## src/rtl/vga_text_console_if.sv

```systemverilog
// Byte-stream input and char RAM write-port bundle for the text console.
// The slave side is the console; the master side is the source/observer.
interface vga_text_console_if #(
  parameter int ADDR_WIDTH = 12,
  parameter int DATA_WIDTH = 7
) ();
  logic [7:0]            in_data;
  logic                  in_valid;
  logic                  in_ready;
  logic [ADDR_WIDTH-1:0] ram_addr;
  logic [DATA_WIDTH-1:0] ram_data;
  logic                  ram_wr_en;
  logic [6:0]            cursor_x;
  logic [4:0]            cursor_y;
  logic                  busy;

  modport master (
    output in_data, in_valid,
    input  in_ready, ram_addr, ram_data, ram_wr_en,
    input  cursor_x, cursor_y, busy
  );

  modport slave (
    input  in_data, in_valid,
    output in_ready, ram_addr, ram_data, ram_wr_en,
    output cursor_x, cursor_y, busy
  );
endinterface

```

## src/rtl/vga_text_console.sv

```systemverilog
// Text-mode write controller: turns a byte stream into char RAM writes
// and cursor moves, including a full-screen clear fill.
module vga_text_console #(
  parameter int                    COLS       = 80,
  parameter int                    ROWS       = 30,
  parameter int                    ADDR_WIDTH = 12,
  parameter int                    DATA_WIDTH = 7,
  parameter logic [DATA_WIDTH-1:0] CLEAR_CHAR = 7'h20
) (
  input logic               clk,
  input logic               rst,
  vga_text_console_if.slave bus
);

  typedef enum logic [1:0] {
    IDLE,
    WRITE,
    CLEAR
  } state_t;

  localparam logic [ADDR_WIDTH-1:0] LAST =
    ADDR_WIDTH'(COLS * ROWS - 1);
  localparam logic [6:0] XMAX = 7'(COLS - 1);
  localparam logic [4:0] YMAX = 5'(ROWS - 1);

  state_t                state_q, state_d;
  logic                  in_ready_q, in_ready_d;
  logic                  wr_en_q, wr_en_d;
  logic [ADDR_WIDTH-1:0] addr_q, addr_d;
  logic [DATA_WIDTH-1:0] data_q, data_d;
  logic [6:0]            x_q, x_d;
  logic [4:0]            y_q, y_d;
  logic                  busy_q, busy_d;

  logic                  accept;
  logic [7:0]            b;
  logic                  is_print;
  logic [ADDR_WIDTH-1:0] lin_addr;
  logic [4:0]            y_inc;

  assign accept   = in_ready_q & bus.in_valid;
  assign b        = bus.in_data;
  assign is_print = (b >= 8'h20) && (b <= 8'h7E);
  assign lin_addr = ADDR_WIDTH'(y_q) * ADDR_WIDTH'(COLS)
                  + ADDR_WIDTH'(x_q);
  assign y_inc    = (y_q == YMAX) ? 5'd0 : y_q + 5'd1;

  // Next-state, cursor and RAM write decode.
  always_comb begin
    state_d    = state_q;
    in_ready_d = in_ready_q;
    wr_en_d    = 1'b0;
    addr_d     = addr_q;
    data_d     = data_q;
    x_d        = x_q;
    y_d        = y_q;
    busy_d     = busy_q;
    unique case (state_q)
      IDLE: begin
        in_ready_d = 1'b1;
        if (accept) begin
          unique case (1'b1)
            is_print: begin
              state_d    = WRITE;
              in_ready_d = 1'b0;
              wr_en_d    = 1'b1;
              addr_d     = lin_addr;
              data_d     = DATA_WIDTH'(b[6:0]);
              if (x_q == XMAX) begin
                x_d = 7'd0;
                y_d = y_inc;
              end else begin
                x_d = x_q + 7'd1;
              end
            end
            (b == 8'h0D): x_d = 7'd0;
            (b == 8'h0A): begin
              x_d = 7'd0;
              y_d = y_inc;
            end
            (b == 8'h08): begin
              if (x_q != 7'd0) begin
                x_d = x_q - 7'd1;
              end else if (y_q != 5'd0) begin
                x_d = XMAX;
                y_d = y_q - 5'd1;
              end
            end
            (b == 8'h0C): begin
              state_d    = CLEAR;
              in_ready_d = 1'b0;
              busy_d     = 1'b1;
              wr_en_d    = 1'b1;
              addr_d     = '0;
              data_d     = CLEAR_CHAR;
            end
            default: ;
          endcase
        end
      end
      WRITE: begin
        state_d    = IDLE;
        in_ready_d = 1'b1;
      end
      CLEAR: begin
        if (addr_q == LAST) begin
          state_d    = IDLE;
          busy_d     = 1'b0;
          in_ready_d = 1'b1;
          x_d        = 7'd0;
          y_d        = 5'd0;
        end else begin
          wr_en_d = 1'b1;
          addr_d  = addr_q + 1'b1;
        end
      end
      default: state_d = IDLE;
    endcase
  end

  // State and registered outputs; reset aborts any write or fill.
  always_ff @(posedge clk or posedge rst) begin
    if (rst) begin
      state_q    <= IDLE;
      in_ready_q <= 1'b0;
      wr_en_q    <= 1'b0;
      addr_q     <= '0;
      data_q     <= '0;
      x_q        <= '0;
      y_q        <= '0;
      busy_q     <= 1'b0;
    end else begin
      state_q    <= state_d;
      in_ready_q <= in_ready_d;
      wr_en_q    <= wr_en_d;
      addr_q     <= addr_d;
      data_q     <= data_d;
      x_q        <= x_d;
      y_q        <= y_d;
      busy_q     <= busy_d;
    end
  end

  assign bus.in_ready  = in_ready_q;
  assign bus.ram_wr_en = wr_en_q;
  assign bus.ram_addr  = addr_q;
  assign bus.ram_data  = data_q;
  assign bus.cursor_x  = x_q;
  assign bus.cursor_y  = y_q;
  assign bus.busy      = busy_q;

endmodule

```

## src/flat_wrapper.sv

```systemverilog
// flat-port wrapper written by rule: the top's interface ports become plain ports
module vga_text_console_flat 
#(
  parameter int                    COLS       = 80,
  parameter int                    ROWS       = 30,
  parameter int                    ADDR_WIDTH = 12,
  parameter int                    DATA_WIDTH = 7,
  parameter logic [DATA_WIDTH-1:0] CLEAR_CHAR = 7'h20
)
  (clk, rst, bus_in_data, bus_in_valid, bus_in_ready, bus_ram_addr, bus_ram_data, bus_ram_wr_en, bus_cursor_x, bus_cursor_y, bus_busy);
  vga_text_console_if #(.ADDR_WIDTH(ADDR_WIDTH), .DATA_WIDTH(DATA_WIDTH)) bus_i ();
  input logic clk;
  input logic rst;
  input wire logic [$bits(bus_i.in_data)-1:0] bus_in_data;
  input wire logic [$bits(bus_i.in_valid)-1:0] bus_in_valid;
  output wire logic [$bits(bus_i.in_ready)-1:0] bus_in_ready;
  output wire logic [$bits(bus_i.ram_addr)-1:0] bus_ram_addr;
  output wire logic [$bits(bus_i.ram_data)-1:0] bus_ram_data;
  output wire logic [$bits(bus_i.ram_wr_en)-1:0] bus_ram_wr_en;
  output wire logic [$bits(bus_i.cursor_x)-1:0] bus_cursor_x;
  output wire logic [$bits(bus_i.cursor_y)-1:0] bus_cursor_y;
  output wire logic [$bits(bus_i.busy)-1:0] bus_busy;
  assign bus_i.in_data = bus_in_data;
  assign bus_i.in_valid = bus_in_valid;
  assign bus_in_ready = bus_i.in_ready;
  assign bus_ram_addr = bus_i.ram_addr;
  assign bus_ram_data = bus_i.ram_data;
  assign bus_ram_wr_en = bus_i.ram_wr_en;
  assign bus_cursor_x = bus_i.cursor_x;
  assign bus_cursor_y = bus_i.cursor_y;
  assign bus_busy = bus_i.busy;
  vga_text_console #(.COLS(COLS), .ROWS(ROWS), .ADDR_WIDTH(ADDR_WIDTH), .DATA_WIDTH(DATA_WIDTH), .CLEAR_CHAR(CLEAR_CHAR)) u_core (.clk(clk), .rst(rst), .bus(bus_i));
endmodule
```

## config.mk

```make
export PLATFORM = sky130hd
export DESIGN_NAME = vga_text_console_flat
export DESIGN_NICKNAME = d
export VERILOG_FILES = /design/src/rtl/vga_text_console_if.sv /design/src/rtl/vga_text_console.sv /design/src/flat_wrapper.sv
export SDC_FILE = /design/constraint.sdc
export NUM_CORES = 1
export LEC_CHECK = 0
export ABC_AREA = 1
export ABC_CLOCK_PERIOD_IN_PS = 2950
export BUFFER_PORTS_ARGS = -buffer_cell sky130_fd_sc_hd__buf_2
export CELL_PAD_IN_SITES_DETAIL_PLACEMENT = 0
export CELL_PAD_IN_SITES_GLOBAL_PLACEMENT = 1
export CORE_MARGIN = 8
export CORE_UTILIZATION = 41
export CTS_CLUSTER_DIAMETER = 200
export DETAILED_ROUTE_END_ITERATION = 12
export HOLD_SLACK_MARGIN = 0.06
export PLACE_DENSITY_LB_ADDON = 0.1
export SYNTH_ARGS = -nofsm -noshare
export SYNTH_HDL_FRONTEND = slang
export SYNTH_SLANG_ARGS = --single-unit
```

## constraint.sdc

```tcl
create_clock -name clk -period 2.95 [get_ports clk]
set_input_delay 0.1475 -clock clk [delete_from_list [all_inputs] [get_ports clk]]
set_output_delay 0.1475 -clock clk [all_outputs]
set_load 0.01 [all_outputs]
```

==> impl_summary.txt <==
----------------------------------------------------
[Global route]
  Global router's overall resource usage ... 16.3%
  M2 GR Usage ... 28.1%
  Met3 demand-to-capacity share in global routing ... 2.73%
  Met1 Track Usage GR ... 20.8%
  Routing layer with the top usage in global route ... met2
  Antenna violations before repair ... 0
  Leftover overflow at the end of global routing ... 0
  Global-route wire length before repair ... 15100 µm
  Vias in the first global route ... 3161
  Largest net degree at the start of global routing ... 21

[Routing]
  DR WL/cell ... 13.5 µm
  Antenna violation net count after detailed routing ... 0
  Iteration-0 DRC count of the detailed router ... 117
  Total vias in the final route ... 3214
  Routed Wire Length ... 8770 µm
  DR vias/cell ... 4.97
  Remaining routing DRC violations ... 0
  First-pass iteration count of the detailed router ... 5

[Worst setup path]
  Kind of cell with the highest combined delay on the critical path ... adder cells
  Arrival time at the worst endpoint ... 2.53 ns
  Slowest cell on the critical path ... sky130_fd_sc_hd__dfrtp_1
  R2r worst-path depth ... 12
  Cells along the critical path ... ha_1, ha_1, inv_1, fa_1, nor2_1, nand3_1, nor2_1, nor2_1, nand2_1, nand2_1, nand2_1, o21ai_2
  End of the worst register-to-register path ... u_core.bus.ram_addr[9]$_DFFE_PP0P_
  CP Buf/Inv Count ... 1
  Largest incremental delay on the critical path ... 0.50 ns
  Start-to-end type of the worst setup path ... reg -> reg
  Reg2reg setup slack ... 0.61 ns
  Kind of launch point of the worst setup path ... flip-flop
  Crit Path Max Fanout ... 9
  Critical path endpoint category ... flip-flop
  Reg-to-reg startpoint ... u_core.bus.cursor_y[1]$_DFFE_PP0P_
  Crit path required time ... 3.14 ns

[Pwr]
  Total power per unit cell area ... 870 nW/µm²
  Combinational share of power ... 55.1%
  Part of the total power dissipated in sequential elements ... 30.4%
  Clock network power share ... 14.4%
  Leakage Power ... 1.97 nW
  Net load switching power ... 1.56 mW
  Switching share of power ... 49.5%
  Worst IR drop on VDD ... 393 µV
  Internal Dissipation ... 1.59 mW

[Floorplan]
  Starting density of the core ... 41.8%
  Die X ... 104 µm
  Die Y ... 104 µm
  Top-level I/O count ... 45
  Area inside the core boundary ... 7650 µm²
  Die area ... 10900 µm²
  Number of rows in the core area ... 32

[Clock network]
  Clock buffers created by TritonCTS ... 5
  Number of H-tree levels ... 2
  Clock tree from TritonCTS ... yes
  Clock sink count ... 36
  Post-CTS Setup Repair Bufs ... 0
  Clock Root Buffer ... sky130_fd_sc_hd__clkbuf_8
  Later-pin clock latency in the skew report ... 0.30 ns
  Buffer depth of the longest clock path ... 2
  CTS-repair resized insts ... 0
  Clock transition at the registers of the reported paths ... 0.09 ns

[Place]
  Final GP Congestion ... 0.874
  Total placed instance area ... 3490 µm²
  Number of I/O port buffers ... 44
  Post-detail-place hpwl ... 6710 µm

[Synth]
  Synthesized netlist cell count ... 499
  Sequential element share of the synthesized area ... 28.2%
  Net count after synthesis ... 531
  Post-synthesis cell type count ... 31
  Count of synthesis-stage warnings from yosys ... 0
  Synthesized area divided by synthesized cell count ... 6.41 µm²
  Flip-flop and latch count after synthesis ... 36
  Mapped cell area ... 3200 µm²

[STA]
  Final setup viols ... 0
  Slew at the pin closest to its max-slew limit ... 0.849 ns
  Final clock period utilization by the worst path ... 79.3%
  Clock Skews ... 0.0116 ns
  Setup TNS ... 0 ns
  Max-slew violations ... 0
  RSZ-0062 raised after global routing ... false
  Highest Clock Rate ... 427 MHz
  Min cycle time layout ... 2.34 ns
  Tightest slew margin relative to the limit ... 43.3%
  Number of endpoints with negative hold slack in the final report ... 0

[Hold path]
  Cells on Worst Hold Path ... 3
  Hold Path End ... u_core.bus.ram_data[4]$_DFFE_PP0P_
  Source of the worst hold timing path ... bus_in_data[4]
  Hold WC Path Type ... in -> reg

[Finish]
  Final Net Count ... 576
  Most frequent cells in the layout ... 188 x sky130_fd_sc_hd__nand2_1, 49 x sky130_fd_sc_hd__inv_1, 49 x sky130_fd_sc_hd__nand3_1
  Filler cell count in the final layout ... 835
  Share of final-layout standard cells stronger than drive strength 1 ... 17.1%
  Antenna cells ... 0
  Area grow syn2layout ... 12.9%
  Post-route design area ... 3610 µm²
  Leading cell type in the layout, fill and taps excluded ... sky130_fd_sc_hd__nand2_1

[Flow run]
  Max-capacitance violation count ... 0

[Outcome]
  Outcome ... complete, no violations

----------------------------------------------------
[layout make-up]
cell class	count	area (µm²)	area share [%]
clock buffers	6	72.6	2.01
clock inverters	2	35.0	0.970
inverters	59	226	6.27
multi-input cells	395	2000	55.5
flip-flops and latches	36	901	24.9
well taps	102	128	3.53
repair buffers	47	245	6.79
[cells by family (layout without fill, tap and decap cells)]
| kind of cell | after synthesis | after routing | share of synthesized area [%] |
|---|---|---|---|
| compound gates | 44 | 44 | 7.86 |
| xor+xnor | 7 | 7 | 1.92 |
| flops | 36 | 36 | 28.2 |
| buf+inv | 68 | 114 | 9.15 |
| fa+ha+maj | 21 | 21 | 8.69 |
| simple gates | 323 | 323 | 44.2 |
[Yosys cell counts]
| cell type | instances | area, µm² |
|---|---|---|
| sky130_fd_sc_hd__nand3_1 | 49 | 245 |
| sky130_fd_sc_hd__o21ai_0 | 20 | 100 |
| sky130_fd_sc_hd__nand4_1 | 10 | 62.6 |
| sky130_fd_sc_hd__nand2_2 | 7 | 43.8 |
| sky130_fd_sc_hd__nand3_2 | 2 | 20.0 |
| sky130_fd_sc_hd__xnor2_1 | 4 | 35.0 |
| sky130_fd_sc_hd__nor2_1 | 46 | 173 |
| sky130_fd_sc_hd__inv_2 | 8 | 30.0 |
| sky130_fd_sc_hd__inv_4 | 2 | 12.5 |
| sky130_fd_sc_hd__a21oi_2 | 1 | 8.76 |
| sky130_fd_sc_hd__o31ai_1 | 2 | 15.0 |
| sky130_fd_sc_hd__nor3_1 | 4 | 20.0 |
| sky130_fd_sc_hd__o21ai_1 | 3 | 15.0 |
| sky130_fd_sc_hd__o21ai_2 | 5 | 43.8 |
| sky130_fd_sc_hd__a31oi_1 | 1 | 6.26 |
| sky130_fd_sc_hd__a21oi_1 | 10 | 50.1 |
| sky130_fd_sc_hd__buf_6 | 4 | 45.0 |
| sky130_fd_sc_hd__nor2_4 | 5 | 56.3 |
| sky130_fd_sc_hd__o22ai_1 | 2 | 12.5 |
| sky130_fd_sc_hd__nand2_4 | 2 | 22.5 |
| sky130_fd_sc_hd__xor2_1 | 3 | 26.3 |
| sky130_fd_sc_hd__fa_1 | 2 | 40.0 |
| sky130_fd_sc_hd__or2_2 | 1 | 6.26 |
| sky130_fd_sc_hd__clkbuf_1 | 3 | 11.3 |
| sky130_fd_sc_hd__inv_1 | 49 | 184 |
| sky130_fd_sc_hd__ha_1 | 19 | 238 |
| sky130_fd_sc_hd__nand2_1 | 188 | 706 |
| sky130_fd_sc_hd__nor2_2 | 7 | 43.8 |
| sky130_fd_sc_hd__buf_2 | 2 | 10.0 |
| sky130_fd_sc_hd__nand3b_1 | 2 | 15.0 |
| sky130_fd_sc_hd__dfrtp_1 | 36 | 901 |
[through the flow]
step	utilization (%)	power (mW)	cells	hold slack, ns	setup WS, ns
2_1_floorplan	-	2.22	499	0.264	0.749
3_3_place_gp	45.7	2.70	638	0.368	0.677
3_5_place_dp	45.7	2.72	638	0.377	0.630
4_1_cts	47.2	3.18	647	0.103	0.615
5_1_grt	47.2	3.47	647	0.118	0.408
6_report	47.2	3.14	647	0.104	0.610
[flip-flops by register name, indices dropped and copies added (netlist names)]
signal and flops:
u_core.bus.ram_addr 12, u_core.bus.cursor_x 7, u_core.bus.ram_data 7, u_core.bus.cursor_y 5, u_core.state_q 2, u_core.bus.busy 1
u_core.bus.in_ready 1, u_core.bus.ram_wr_en 1
[power groups by stage]
stage                     registers, mW  clock network, mW  logic [mW]
after detailed placement          0.963                  0        1.76
after floorplan                   0.943                  0        1.28
final                             0.957              0.454        1.73
after global placement            0.960                  0        1.74
after global routing              0.994              0.472        2.00
after CTS                         0.955              0.461        1.76
[layer usage]
layer  vias to the layer above  share of wire (%)
met5                         -                  0
met4                         0                1.1
met3                         8                3.8
met2                        59                 47
met1                      1471                 48
li1                       1676                  -
[tightest hold or removal path: stages]
cell	delay (ns)
sky130_fd_sc_hd__buf_2	0.10
sky130_fd_sc_hd__nand2_1	0.05
sky130_fd_sc_hd__nand2_1	0.06
[worst max-delay path by stage]
stage | slack (ns) | endpoint | from | cells after the start
after floorplan | 0.75 | u_core.bus.ram_addr[9]$_DFFE_PP0P_ | u_core.bus.cursor_y[1]$_DFFE_PP0P_ | 12
after detailed placement | 0.63 | u_core.bus.ram_addr[9]$_DFFE_PP0P_ | u_core.bus.cursor_y[1]$_DFFE_PP0P_ | 12
after global placement | 0.68 | u_core.bus.ram_addr[9]$_DFFE_PP0P_ | u_core.bus.cursor_y[1]$_DFFE_PP0P_ | 12
after CTS | 0.61 | u_core.bus.ram_addr[9]$_DFFE_PP0P_ | u_core.bus.cursor_y[1]$_DFFE_PP0P_ | 12
after global routing | 0.41 | u_core.bus.ram_addr[11]$_DFFE_PP0P_ | u_core.bus.cursor_y[3]$_DFFE_PP0P_ | 13
final | 0.61 | u_core.bus.ram_addr[9]$_DFFE_PP0P_ | u_core.bus.cursor_y[1]$_DFFE_PP0P_ | 12
[what timing repair did]
| action | CTS | global route |
|---|---|---|
| hold buffers | 1 | 0 |
| setup endpoints to repair | 0 | 0 |
| endpoints found under the hold margin | 10 | 0 |
Note: power is estimated with default switching activity, not from simulation.
